**src/rtl/lfsr_encrypter.sv**
```systemverilog
// Pads a plaintext message with a preamble byte into a 64-byte frame, XORs it with a 5-bit LFSR and writes it back to memory.
// Latency 2 cycles per byte (read, then write); no backpressure, the memory port is assumed always ready.
module lfsr_encrypter #(
    parameter int FRAME_LEN = 64,
    parameter int MSG_MAX   = 50,
    parameter int SRC_BASE  = 0,
    parameter int DST_BASE  = 64
) (
    input  logic       clk,
    input  logic       init,
    input  logic [7:0] preamble,
    input  logic [7:0] pre_len,
    input  logic [7:0] msg_len,
    input  logic [2:0] pat_sel,
    input  logic [4:0] lfsr_init,
    output logic [7:0] mem_raddr,
    input  logic [7:0] mem_rdata,
    output logic       mem_wr_en,
    output logic [7:0] mem_waddr,
    output logic [7:0] mem_wdata,
    output logic       busy,
    output logic       done
);
    typedef enum logic [1:0] {IDLE, RD, WR, DONE} state_t;

    localparam logic [7:0] SRC_B    = 8'(SRC_BASE);
    localparam logic [7:0] DST_B    = 8'(DST_BASE);
    localparam logic [7:0] LAST_IDX = 8'(FRAME_LEN - 1);
    localparam logic [7:0] MSG_CAP  = 8'(MSG_MAX);

    state_t     state, state_nxt;
    logic [7:0] idx;
    logic [4:0] lfsr;
    logic [7:0] pad_q, pre_q, len_q;
    logic [4:0] taps_q;

    logic [7:0] pre_c, len_c;
    logic [2:0] sel_c;
    logic [4:0] taps_c, seed_c;
    logic [4:0] lfsr_step;
    logic [8:0] msg_end;
    logic       in_msg;
    logic [7:0] msg_off;
    logic [7:0] plain;

    // Out-of-range configuration is clamped rather than rejected.
    always_comb begin
        pre_c  = pre_len;
        if (pre_len < 8'd7)
            pre_c = 8'd7;
        else if (pre_len > 8'd12)
            pre_c = 8'd12;
        len_c  = (msg_len > MSG_CAP) ? MSG_CAP : msg_len;
        sel_c  = (pat_sel > 3'd5) ? 3'd3 : pat_sel;
        seed_c = (lfsr_init == 5'd0) ? 5'd1 : lfsr_init;
        case (sel_c)
            3'd0:    taps_c = 5'h1E;
            3'd1:    taps_c = 5'h1D;
            3'd2:    taps_c = 5'h1B;
            3'd3:    taps_c = 5'h17;
            3'd4:    taps_c = 5'h14;
            default: taps_c = 5'h12;
        endcase
    end

    assign lfsr_step = {lfsr[3:0], 1'b0} + {4'b0000, ^(lfsr & taps_q)};
    assign msg_end   = {1'b0, pre_q} + {1'b0, len_q};
    assign in_msg    = (idx >= pre_q) && ({1'b0, idx} < msg_end);
    assign msg_off   = idx - pre_q;
    assign plain     = in_msg ? mem_rdata : pad_q;

    always_ff @(posedge clk or posedge init) begin
        if (init)
            state <= IDLE;
        else
            state <= state_nxt;
    end

    always_ff @(posedge clk or posedge init) begin
        if (init) begin
            idx    <= 8'd0;
            lfsr   <= 5'd0;
            pad_q  <= 8'd0;
            pre_q  <= 8'd0;
            len_q  <= 8'd0;
            taps_q <= 5'd0;
        end else begin
            case (state)
                IDLE: begin
                    idx    <= 8'd0;
                    lfsr   <= seed_c;
                    pad_q  <= preamble;
                    pre_q  <= pre_c;
                    len_q  <= len_c;
                    taps_q <= taps_c;
                end
                WR: begin
                    if (idx != LAST_IDX) begin
                        idx  <= idx + 8'd1;
                        lfsr <= lfsr_step;
                    end
                end
                default: ;
            endcase
        end
    end

    always_comb begin
        state_nxt = state;
        mem_raddr = 8'd0;
        mem_wr_en = 1'b0;
        mem_waddr = 8'd0;
        mem_wdata = 8'd0;
        busy      = 1'b0;
        done      = 1'b0;
        case (state)
            IDLE: state_nxt = RD;
            RD: begin
                busy      = 1'b1;
                mem_raddr = in_msg ? (SRC_B + msg_off) : SRC_B;
                state_nxt = WR;
            end
            WR: begin
                busy      = 1'b1;
                mem_wr_en = 1'b1;
                mem_waddr = DST_B + idx;
                mem_wdata = plain ^ {3'b000, lfsr};
                state_nxt = (idx == LAST_IDX) ? DONE : RD;
            end
            DONE: done = 1'b1;
            default: state_nxt = IDLE;
        endcase
    end
endmodule

```
**config.mk**
```make
export PLATFORM = sky130hd
export DESIGN_NAME = lfsr_encrypter
export DESIGN_NICKNAME = d
export VERILOG_FILES = /design/src/rtl/lfsr_encrypter.sv
export SDC_FILE = /design/constraint.sdc
export NUM_CORES = 1
export LEC_CHECK = 0
export CAP_MARGIN = 20
export CORE_MARGIN = 4
export CORE_UTILIZATION = 51
export DETAILED_ROUTE_END_ITERATION = 12
export PLACE_DENSITY = 0.91
export SLEW_MARGIN = 10
export SYNTH_ARGS = -nofsm -noshare
export SYNTH_HDL_FRONTEND = slang
export SYNTH_SLANG_ARGS = --single-unit
```
**constraint.sdc**
```tcl
create_clock -name clk -period 4.85 [get_ports clk]
set_input_delay 0.97 -clock clk [delete_from_list [all_inputs] [get_ports clk]]
set_output_delay 0.97 -clock clk [all_outputs]
set_load 0.05 [all_outputs]
```
Yosys cells after proc, flatten, opt, wreduce, memory -nomap -nowiden
Index checks and enable logic that the tools add are counted.
- register bits after elaboration: 44
- bits of input ports: 42
- output and inout bits: 27
- logic and storage cells: 59
- $add $sub $neg: 5
- magnitude comparators: 6
- equal/unequal tests: 10
- multiplexer cells: 20
- bitwise logic cells: 2
- reductions and logical operators: 9
- operators with widths (cell ; number):
    $mux W8 ; 9
    $pmux W4 S5 ; 1
    $pmux W8 S2 ; 1
    $mux W5 ; 2
    $pmux W5 S2 ; 1
    $add A8 B8 Y9 ; 1
    $lt A8 B9 Y1 ; 1
    $add A7 B8 Y8 const A ; 1
    $add A8 B1 Y8 const B ; 1
    $eq A8 B6 Y1 const B ; 1
    $ge A8 B8 Y1 ; 1
    $gt A8 B4 Y1 const B ; 1
    $gt A8 B6 Y1 const B ; 1
    $lt A8 B3 Y1 const B ; 1
    $ne A8 B6 Y1 const B ; 1
    $sub A8 B8 Y8 ; 1
    $xor A8 B5 Y8 ; 1
    $eq A3 B2 Y1 const B ; 2
    $pmux W2 S3 ; 1
    $add A5 B1 Y5 ; 1
    $and A5 B5 Y5 ; 1
    $logic_not A5 Y1 ; 1
    $reduce_xor A5 Y1 ; 1
    $eq A2 B2 Y1 const B ; 2
    15 further kinds ; 17

Longest topological paths before layout
- word-level depth: 6
- gate-level depth with buffers: 15
- mapped depth without buffers: 14

Worst setup path after synthesis
No wires, ideal clock.
- path type: flip-flop to output port
- from: register pre_q[0]
- to: output port mem_wdata[0]
- arrival: 3383 ps
- required time: 3880 ps
- slack: 497 ps
- stages on the path, launching flop included: 15
- path buffers: 1
- path through: dfrtp_1 ha_1 inv_1 fa_1 nor2b_1 o31ai_2 a21oi_1 xnor2_1 ha_1 a211oi_1 o21ai_0 nand3_1 o22ai_4 clkbuf_1 o211ai_1
- cells in the longest elaborated chain, start to end: 6
- elaborated cells between the ends (all ways): 7
- those cells by class: add/sub: 1; order compare: 2; mux: 2; bitwise: 1; reduce/logical: 1
- ends and longest elaborated chain (element ; line ; text):
    start, declared ; 34 ; logic [7:0] pad_q, pre_q, len_q;
    start signal, assigned ; 93 ; pre_q <= pre_c;
    $add A8 B8 Y9 ; 67 ; assign msg_end = {1'b0, pre_q} + {1'b0, len_q};
    $lt A8 B9 Y1 ; 68 ; assign in_msg = (idx >= pre_q) && ({1'b0, idx} < msg_end);
    $logic_and A1 B1 Y1 * ; 68 ;
    $mux W8 * ; 70 ; assign plain = in_msg ? mem_rdata : pad_q;
    $xor A8 B5 Y8 * ; 127 ; mem_wdata = plain ^ {3'b000, lfsr};
    $mux W8 * ; 116 ; case (state)
    end, declared ; 20 ; output logic [7:0] mem_wdata,
Every way passes the cells marked *; elsewhere a longest branch is shown, timed or not.

Worst setup path after layout
- from: register pre_q[1]
- to: output port mem_wdata[5]
Same word-level chain as after synthesis.

==> impl_metrics.xml <==
<?xml version="1.0" encoding="UTF-8"?>
<metrics>
  <group name="sta">
    <metric name="report.final.setup_viol" unit="">0</metric>
    <metric name="finalHoldViolations" unit="">0</metric>
    <metric name="worst_pin_slew" unit="ns">0.757</metric>
    <metric name="worst_hold_slack" unit="ns">0.490</metric>
    <metric name="fin_crit" unit="ns">4.71</metric>
    <metric name="timing.final.max_slew_violations" unit="">0</metric>
    <metric name="max_clock_freq" unit="MHz">212</metric>
    <metric name="final.setup_skew" unit="ns">0.00438</metric>
    <metric name="post-route-period-util" unit="">0.971</metric>
    <metric name="finalWorstSetupSlack" unit="ns">0.142</metric>
    <metric name="max-slew-margin-rel" unit="">0.494</metric>
  </group>
  <group name="worst_setup_path">
    <metric name="worst_path_dominant_cell_family" unit="">compound AO/OA/AOI/OAI gates</metric>
    <metric name="worstPathMaxFanout" unit="">9</metric>
    <metric name="worst-r2r-setup-slack" unit="ns">2.17</metric>
    <metric name="crit_buf_inv" unit="">1</metric>
    <metric name="worstSetupStartpointType" unit="">register</metric>
    <metric name="worstPathCellList" unit="">ha_1 &gt; a21o_1 &gt; a21oi_1 &gt; nor2b_1 &gt; o21ai_0 &gt; nor2b_1 &gt; xor2_1 &gt; ha_1 &gt; o211ai_1 &gt; o21ai_0 &gt; nand3_2 &gt; o22ai_4 &gt; mux2i_1 &gt; nor2_1 &gt; buf_4</metric>
    <metric name="worstPathArrival" unit="ns">3.74</metric>
    <metric name="worstPathRequired" unit="ns">3.88</metric>
    <metric name="critical-path-max-stage-delay" unit="ns">0.39</metric>
    <metric name="crit_path_end_kind" unit="">output port</metric>
    <metric name="setup.worst_path.class" unit="">register to output port</metric>
    <metric name="critPathSlowestCell" unit="">dfrtp_1</metric>
  </group>
  <group name="clocking">
    <metric name="numCtsBuffers" unit="">5</metric>
    <metric name="max_clock_buf_depth" unit="">2</metric>
    <metric name="cts.hold.buffers_added" unit="">0</metric>
    <metric name="clock_sinks" unit="">44</metric>
    <metric name="worst_setup_hold_path_clk_slew" unit="ns">0.08</metric>
    <metric name="cts.htree.levels" unit="">2</metric>
    <metric name="tritoncts" unit="">yes</metric>
    <metric name="cts_root_buf" unit="">clkbuf_8</metric>
    <metric name="clkLatencyLatePin" unit="ns">0.29</metric>
  </group>
  <group name="global_routing">
    <metric name="grt_start_max_net_pins" unit="">45</metric>
    <metric name="total_overflow_reported_by_the_global_router" unit="">0</metric>
    <metric name="first_pass_grt_wire_length" unit="um">12800</metric>
    <metric name="antenna_found_initial" unit="">0</metric>
    <metric name="gr-usage-all-layers" unit="">0.214</metric>
    <metric name="first_global_vias" unit="">2800</metric>
  </group>
  <group name="layout">
    <metric name="antenna_cells" unit="">0</metric>
    <metric name="layout-area-overhead-vs-synth" unit="%">29.2</metric>
    <metric name="fin_util" unit="">0.687</metric>
    <metric name="drive_above_1_share" unit="">0.115</metric>
    <metric name="num-nets-final" unit="">500</metric>
  </group>
  <group name="synthesis">
    <metric name="synthTopCellsByArea" unit="">dfrtp_1, ha_1, nor2_1</metric>
    <metric name="syn-num-nets" unit="">431</metric>
    <metric name="ys_top_cells_by_count" unit="">nor2_1, dfrtp_1, ha_1</metric>
    <metric name="synthesis.area" unit="um^2">3160</metric>
    <metric name="synth.yosys.seq_area_share" unit="">0.348</metric>
    <metric name="netlist_instances" unit="">356</metric>
    <metric name="postSynthRegisterBits" unit="">44</metric>
    <metric name="synth.most_common_cell" unit="">nor2_1</metric>
    <metric name="synthDominantCellAreaShare" unit="">0.348</metric>
    <metric name="postSynth.topFlopCell" unit="">dfrtp_1</metric>
    <metric name="count_of_yosys_warnings_during_synthesis" unit="">0</metric>
    <metric name="synth_enable_flop_cells" unit="">0</metric>
    <metric name="async_reset_ff_frac" unit="">1.00</metric>
    <metric name="synth_unique_cells" unit="">42</metric>
    <metric name="syn-mean-instance-area" unit="um^2">8.89</metric>
    <metric name="yosys.area.top_type" unit="">dfrtp_1</metric>
  </group>
  <group name="routing">
    <metric name="via_count" unit="">2834</metric>
    <metric name="wl" unit="um">8160</metric>
    <metric name="detail_route.iter0.violations" unit="">167</metric>
    <metric name="ant_nets" unit="">0</metric>
    <metric name="drc_errors" unit="">0</metric>
    <metric name="route.detailed.wl_per_inst" unit="um">16.3</metric>
    <metric name="first_pass_iters" unit="">4</metric>
    <metric name="via_cell_ratio" unit="">5.66</metric>
  </group>
  <group name="floorplan">
    <metric name="die_width" unit="um">86.8</metric>
    <metric name="floorplan.initialDensity" unit="">0.531</metric>
    <metric name="core_region_area" unit="um^2">5960</metric>
    <metric name="num_rows" unit="">28</metric>
    <metric name="floorplan.die_area" unit="um^2">7530</metric>
    <metric name="die_h" unit="um">86.8</metric>
    <metric name="floorplan.io_pins" unit="">69</metric>
  </group>
  <group name="power_and_ir_drop">
    <metric name="power_leakage" unit="uW">0.00171</metric>
    <metric name="design_power_total" unit="uW">880</metric>
    <metric name="largest_vdd_supply_drop" unit="V">0.000210</metric>
    <metric name="power-per-cell-area" unit="nW/um^2">215</metric>
  </group>
  <group name="run_status">
    <metric name="status" unit="">finished, final reports clean</metric>
  </group>
  <group name="placement">
    <metric name="globalplace.congestion" unit="">0.881</metric>
    <metric name="dp.final_hpwl" unit="um">5920</metric>
    <metric name="port-buffer-count" unit="">68</metric>
    <metric name="place_worst_setup_slack" unit="ns">0.445</metric>
  </group>
  <group name="min_path">
    <metric name="hold_path_class" unit="">register to register</metric>
  </group>
  <group name="run">
    <metric name="cap_violations" unit="">0</metric>
  </group>
</metrics>
-- report_power, final --
group          internal (uW)  switching [uW]  leakage [uW]
Sequential               396            46.4      0.000528
Clock                    116             121     0.0000445
Combinational            108            92.3       0.00114
Total                    619             260       0.00171
-- cells by family after synthesis --
group                    share of synthesized area
AND/OR/NAND/NOR                              0.199
XOR/XNOR                                    0.0609
AO/OA/AOI/OAI                                0.148
flip-flops                                   0.348
adder cells (fa/ha/maj)                      0.135
buffers and inverters                       0.0451
multiplexers                                0.0641
-- layout make-up --
| class | count | area, um^2 |
|---|---|---|
| inverters | 28 | 105 |
| clock inverters | 1 | 7.51 |
| multi-input cells | 275 | 1970 |
| fillers | 473 | 1870 |
| flip-flops and latches | 44 | 1100 |
| repair buffers | 71 | 726 |
| well taps | 75 | 93.8 |
| clock buffers | 7 | 86.3 |
-- timing repair --
action / 4_1_cts / 5_1_grt
endpoints found under the setup margin: 0 / 16
buffers inserted: 0 / 0
gates resized for setup: 0 / 6
hold endpoints to repair: 0 / 0
-- layout by cell type, fill, tap and decap left out, types with 2 or more instances in the layout --
master / netlist / layout
buf_12: 0 / 5
nor2b_1: 7 / 6
a21o_1: 3 / 3
nor3_1: 3 / 3
a31oi_1: 4 / 3
nor3b_1: 6 / 6
mux2_2: 10 / 10
o22ai_4: 1 / 2
clkbuf_8: 0 / 6
xor2_1: 9 / 9
mux2i_1: 9 / 9
a211oi_2: 1 / 2
and2_1: 6 / 6
ha_1: 31 / 31
clkdlybuf4s50_1: 0 / 52
nand3_1: 5 / 4
nand2_1: 30 / 30
and4_1: 2 / 2
o211ai_1: 8 / 8
and3_1: 2 / 2
buf_4: 0 / 14
o21ai_0: 25 / 25
nand3b_1: 6 / 6
nand4_1: 2 / 2
o22a_1: 2 / 2
fa_1: 2 / 2
a21oi_1: 19 / 18
nor2_1: 45 / 45
or3_1: 5 / 5
a211oi_1: 3 / 2
xnor2_1: 13 / 13
inv_1: 28 / 27
dfrtp_1: 44 / 44
nand2b_1: 4 / 4
-- final timing paths --
path,startpoint,to,cells after the start
worst max-delay path,pre_q[1],mem_wdata[5],15
worst min-delay path,taps_q[4],taps_q[4],1
worst max register to register,state[0],idx[7],9
worst min register to register,taps_q[4],taps_q[4],1
max in group asynchronous,init,idx[6],3
min in group asynchronous,init,len_q[2],3
-- metrics by stage --
stage	TNS [ns]	area, um^2	cells
finish	0	4090	501
global route	-0.723	4090	501
CTS	0	4040	500
detailed placement	0	3950	492
global placement	0	3950	492
floorplan	0	3160	356
-- per-layer routing --
layer / vias up / track usage / wire length (um)
met5: - / 0 / 0
met4: 0 / 0.0779 / 227
met3: 24 / 0.0399 / 444
met2: 100 / 0.371 / 4210
met1: 1339 / 0.265 / 3280
li1: 1371 / - / -
-- sequential cells by signal, indices dropped and copies added (netlist names) --
signal  count
idx         8
len_q       8
lfsr        5
taps_q      5
state       2
pre_q       8
pad_q       8
(Power assumes the default switching activity.)
